<file path="src/rtl/hwregs.sv">
`default_nettype none
// +----------------------------------------------------------------------+
// | hwregs: memory-mapped LED/7-seg/switch/timer/UART-FIFO responder.    |
// | Revision 1.0                                                          |
// +----------------------------------------------------------------------+
module hwregs #(
    parameter int FIFO_DEPTH = 16
) (
    input  logic        clock,
    input  logic        reset_n,
    input  logic        cpu_hwregs_req,
    input  logic [31:0] cpud_addr,
    input  logic        cpud_write,
    input  logic [3:0]  cpud_wstrb,
    input  logic [31:0] cpud_wdata,
    output logic        cpu_hwregs_ack,
    output logic [31:0] cpu_hwregs_rdata,
    input  logic [9:0]  sw,
    output logic [9:0]  led,
    output logic [23:0] seven_seg,
    output logic        uart_tx_valid,
    output logic [7:0]  uart_tx_data,
    input  logic        uart_tx_ready
);

    localparam int PTR_W = (FIFO_DEPTH > 1) ? $clog2(FIFO_DEPTH) : 1;
    localparam int CNT_W = PTR_W + 1;

    localparam logic [13:0] IDX_SEG   = 14'd0;
    localparam logic [13:0] IDX_LED   = 14'd1;
    localparam logic [13:0] IDX_SW    = 14'd2;
    localparam logic [13:0] IDX_UART  = 14'd3;
    localparam logic [13:0] IDX_TIMER = 14'd4;

    logic [13:0]      reg_idx;
    logic             is_write;
    logic             is_read;
    logic             push_req;
    logic             push;
    logic             pop;
    logic             full;
    logic [CNT_W-1:0] count;
    logic [CNT_W-1:0] count_next;
    logic [CNT_W-1:0] free_slots;
    logic [PTR_W-1:0] wr_ptr;
    logic [PTR_W-1:0] rd_ptr;
    logic [7:0]       mem [FIFO_DEPTH];
    logic             overflow;
    logic [31:0]      timer;
    logic [9:0]       sw_meta;
    logic [9:0]       sw_sync;
    logic [31:0]      read_data;
    logic             unused_bits;

    assign unused_bits = ^{cpud_addr[31:16], cpud_addr[1:0], cpud_wdata[31:24], cpud_wstrb[3]};

    assign reg_idx  = cpud_addr[15:2];
    assign is_write = cpu_hwregs_req && cpud_write;
    assign is_read  = cpu_hwregs_req && !cpud_write;

    assign full     = (count == CNT_W'(FIFO_DEPTH));
    assign pop      = (count != '0) && uart_tx_ready;
    assign push_req = is_write && (reg_idx == IDX_UART) && cpud_wstrb[0];
    // A full FIFO still accepts a push when the head leaves in the same cycle.
    assign push     = push_req && (!full || pop);

    always_comb begin
        count_next = count;
        case ({push, pop})
            2'b10:   count_next = count + CNT_W'(1);
            2'b01:   count_next = count - CNT_W'(1);
            default: count_next = count;
        endcase
    end

    // Free-slot reads report occupancy as it stands after the request edge.
    assign free_slots = CNT_W'(FIFO_DEPTH) - count_next;

    always_comb begin
        read_data = 32'h0;
        case (reg_idx)
            IDX_SEG:   read_data = {8'h00, seven_seg};
            IDX_LED:   read_data = {22'h0, led};
            IDX_SW:    read_data = {22'h0, sw_sync};
            IDX_UART:  read_data = {overflow, 15'h0, {(16 - CNT_W){1'b0}}, free_slots};
            IDX_TIMER: read_data = timer;
            default:   read_data = 32'h0;
        endcase
    end

    always_ff @(posedge clock) begin
        if (!reset_n) begin
            cpu_hwregs_ack   <= 1'b0;
            cpu_hwregs_rdata <= 32'h0;
            led              <= 10'h0;
            seven_seg        <= 24'h0;
            timer            <= 32'h0;
            sw_meta          <= 10'h0;
            sw_sync          <= 10'h0;
            overflow         <= 1'b0;
            wr_ptr           <= '0;
            rd_ptr           <= '0;
            count            <= '0;
        end else begin
            cpu_hwregs_ack   <= cpu_hwregs_req;
            cpu_hwregs_rdata <= is_read ? read_data : 32'h0;

            if (is_write && (reg_idx == IDX_TIMER)) begin
                timer <= 32'h0;
            end else begin
                timer <= timer + 32'd1;
            end

            sw_meta <= sw;
            sw_sync <= sw_meta;

            if (is_write && (reg_idx == IDX_SEG)) begin
                if (cpud_wstrb[0]) seven_seg[7:0]   <= cpud_wdata[7:0];
                if (cpud_wstrb[1]) seven_seg[15:8]  <= cpud_wdata[15:8];
                if (cpud_wstrb[2]) seven_seg[23:16] <= cpud_wdata[23:16];
            end

            if (is_write && (reg_idx == IDX_LED)) begin
                if (cpud_wstrb[0]) led[7:0] <= cpud_wdata[7:0];
                if (cpud_wstrb[1]) led[9:8] <= cpud_wdata[9:8];
            end

            if (push_req && full && !pop) begin
                overflow <= 1'b1;
            end else if (is_read && (reg_idx == IDX_UART)) begin
                overflow <= 1'b0;
            end

            if (push) wr_ptr <= wr_ptr + PTR_W'(1);
            if (pop)  rd_ptr <= rd_ptr + PTR_W'(1);
            count <= count_next;
        end
    end

    always_ff @(posedge clock) begin
        if (reset_n && push) begin
            mem[wr_ptr] <= cpud_wdata[7:0];
        end
    end

    assign uart_tx_valid = (count != '0);
    assign uart_tx_data  = (count != '0) ? mem[rd_ptr] : 8'h00;

endmodule
`default_nettype wire

</file>
<file path="config.mk">
export PLATFORM = sky130hd
export DESIGN_NAME = hwregs
export DESIGN_NICKNAME = d
export VERILOG_FILES = /design/src/rtl/hwregs.sv
export SDC_FILE = /design/constraint.sdc
export NUM_CORES = 1
export LEC_CHECK = 0
export ABC_AREA = 1
export CAP_MARGIN = 25
export CORE_MARGIN = 2
export CORE_UTILIZATION = 54
export CTS_CLUSTER_DIAMETER = 30
export DETAILED_ROUTE_END_ITERATION = 12
export PLACE_DENSITY = 0.76
export SLEW_MARGIN = 10
export SYNTH_ARGS = -nofsm -noshare
export SYNTH_HDL_FRONTEND = slang
export SYNTH_SLANG_ARGS = --single-unit
</file>
<file path="constraint.sdc">
create_clock -name clock -period 2.7 [get_ports clock]
set_clock_uncertainty 0.1 [all_clocks]
set_input_delay 0.405 -clock clock [delete_from_list [all_inputs] [get_ports clock]]
set_output_delay 0.405 -clock clock [all_outputs]
set_load 0.1 [all_outputs]
</file>
==> flow_summary.ini <==
[pwr]
cellPowerDensity_nw_per_um2 = 972
leakage_nw = 5.68
p_total_mw = 14.4
ir_drop_v = 0.000629

[synth]
syn_area_per_cell_sq_um = 9.70
synth_top_area_share_pct = 35.4
synth_cell_types = 45
yosys_most_used_dff = dfxtp_1
synth_nets = 1212
synth_edf_count = 128
yosysMostFrequentCell = nor2_1
ys_seq_elements = 265
synth_seq_area_share_pct = 60.7
yosysTopAreaCell = edfxtp_1
yosysWarnings = 0
synthesis.instances = 1118
synthTopCellsByArea = edfxtp_1 (35%), dfxtp_1 (25%), o21ai_0 (5.3%)
synthTopCellsByCount = nor2_1 (145), dfxtp_1 (137), nand2_1 (133)
syn_area_sq_um = 10800
async_flop_share_pct = 0

[detailed_routing]
drc = 0
via_count = 8942
routedWlPerCell_microns = 17.9
drt_pass1_iterations = 5
routed_via_density = 5.47
drt_iter0_drc = 788
wirelength_mm = 29.2
detail-route-antenna-nets = 0

[sta]
final-hold-violation-count = 0
worst_pin_slew_ns = 0.863
finalCritPeriodShare_pct = 102
setup_viol = 2
hold_slack_ns = 0.288
slew_headroom_pct = 42.3
finalCriticalPeriod_ns = 2.75
rsz0062_at_grt = true
fin_setup_tns_ns = -0.0588
fin_ws_ns = -0.0500
drv_slew = 0
max_freq_mhz = 364

[worst_setup_path]
worst-setup-path-type = register to output port
rr_worst_depth = 15
critical_path.endpoint_type = output port
rr_startpoint = count[0]
r2r-end = cpu_hwregs_rdata[2]
arrival_ns = 2.25
worstPathRequired_ns = 2.19
critPathCapture = uart_tx_data[7]
path_max_fanout = 14
crit_top_cell = buf_12
crit_path_cell_trace = inv_8 -> buf_12 -> buf_4 -> o21ai_0 -> o221ai_1 -> nand3_1 -> a21oi_2 -> buf_12
rrSetupSlack_ns = 0.26
cpPeakStageDelay_ns = 0.39
slowest_stage = dfxtp_4
cp-start-kind = register

[floorplan]
die_w_microns = 146
coreArea_sq_um = 19600
start_util_pct = 55.3
die_y_microns = 146
rows = 51
io_pins = 159
dieArea_sq_um = 21200

[flow_run]
drv_cap = 0

[place]
hpwlAfterDp_mm = 18.6
place_congestion = 0.874
portBuffers = 131

[cts]
numCtsBuffers = 44
cts_sinks = 265
clock_tree.root_cell = clkbuf_16
clk_path_buf_depth = 3
cts_tree = yes
htree_levels = 2
path_clk_slew_ns = 0.05
clk_latency_ns = 0.52
holdBufCountCts = 0

[finish]
nets = 1430
fin_util_pct = 75.3
antenna_cells = 0
area_growth_pct = 36.1
drive_above_1_share_pct = 23.4

[global_route]
antenna_found_initial = 0
grt_pass1_wl_mm = 45.4
grtUsageTotal_pct = 26.8
grt-ovfl-total = 0
grt_pass1_vias = 8869
grt_max_degree = 30

[status]
violations = negative setup slack
status = complete, but fails checks

[min_path]
hp-class = input port to register
hold_start = reset_n
==> logic make-up after synthesis <==
kind of cell	Yosys count	share of synthesized area (%)
flip-flops	265	60.7
AND/OR/NAND/NOR	401	17.4
buffers and inverters	182	6.60
adder cells (fa/ha/maj)	11	1.34
AO/OA/AOI/OAI	248	13.1
XOR/XNOR	11	0.889
==> flip-flops by register name, indices dropped and copies added (netlist names), named ones only <==
name and count:
seven_seg 24, mem 128, timer 32, cpu_hwregs_rdata 32, count 5, wr_ptr 4, rd_ptr 4, overflow 1
sw_sync 10, sw_meta 10, cpu_hwregs_ack 1, led 10
==> worst min-delay path by stage <==
| stage | to | slack, ns | cells after the start |
|---|---|---|---|
| after floorplan | sw_sync[0] | 0.29 | 2 |
| after global placement | sw_sync[5] | 0.29 | 2 |
| after detailed placement | sw_sync[0] | 0.30 | 2 |
| after CTS | seven_seg[21] | 0.28 | 3 |
| after global routing | sw_meta[6] | 0.32 | 3 |
| final | seven_seg[21] | 0.29 | 3 |
==> cell usage in the layout, fill, tap and decap left out, types with 10 or more instances in the layout <==
master | synthesis | layout
xor2_1 | 10 | 10
nand2_2 | 12 | 11
inv_1 | 129 | 126
clkdlybuf4s50_1 | 0 | 54
buf_4 | 3 | 139
nor2_1 | 145 | 142
clkbuf_16 | 0 | 47
o221ai_1 | 22 | 16
o21ai_1 | 3 | 11
a21oi_1 | 77 | 69
o22ai_1 | 16 | 13
dfxtp_1 | 137 | 135
buf_12 | 0 | 18
o21ai_0 | 114 | 102
nor3_1 | 19 | 19
nand3_1 | 40 | 37
nand2_1 | 133 | 133
edfxtp_1 | 128 | 128
nand4_1 | 10 | 10
==> final cells by class <==
| type | instances | area [sq um] |
|---|---|---|
| Sequential cell | 265 | 6590 |
| Clock inverter | 29 | 358 |
| Tap cell | 265 | 332 |
| Timing Repair Buffer | 218 | 2090 |
| Fill cell | 1301 | 4830 |
| Clock buffer | 51 | 1160 |
| Multi-Input combinational cell | 671 | 3690 |
| Inverter | 136 | 529 |
==> per-stage QoR <==
step                      setup slack, ns  instances  cell area, sq um
after floorplan                    0.0400       1118             10900
after global routing              -0.0844       1635             14800
after detailed placement           -0.292       1534             12800
after CTS                         -0.0204       1620             14500
after global placement             -0.263       1534             12800
final                             -0.0500       1635             14800
==> power by group <==
| group | internal [mW] | leakage, nW | switching (mW) |
|---|---|---|---|
| combinational | 1.68 | 2.69 | 2.57 |
| clock | 3.76 | 0.735 | 1.92 |
| sequential | 4.30 | 2.26 | 0.127 |
==> critical path, delay by kind of cell, from the launching register on <==
family	cells	cell delay, ns
DFF	1	0.39
buffers and inverters	4	0.56
AOI/OAI and AO/OA	3	0.62
and+or+nand+nor	1	0.15
==> timing repair <==
item	in CTS	in global routing
endpoints found under the setup margin	8	9
hold endpoints to repair	0	0
gates cloned	3	2
setup buffers	3	13
pin swaps	6	17
gates resized for setup	15	36
==> routing by layer <==
layer / global-route usage [%] / part of all wire (%) / vias to the layer above
met1: 33.4 / 41 / 4212
li1: - / - / 4266
met2: 45.6 / 49 / 388
met4: 11.1 / 3.6 / 0
met5: 0 / 0 / -
met3: 5.77 / 7.0 / 76
Power figures use the tool's default switching activity.
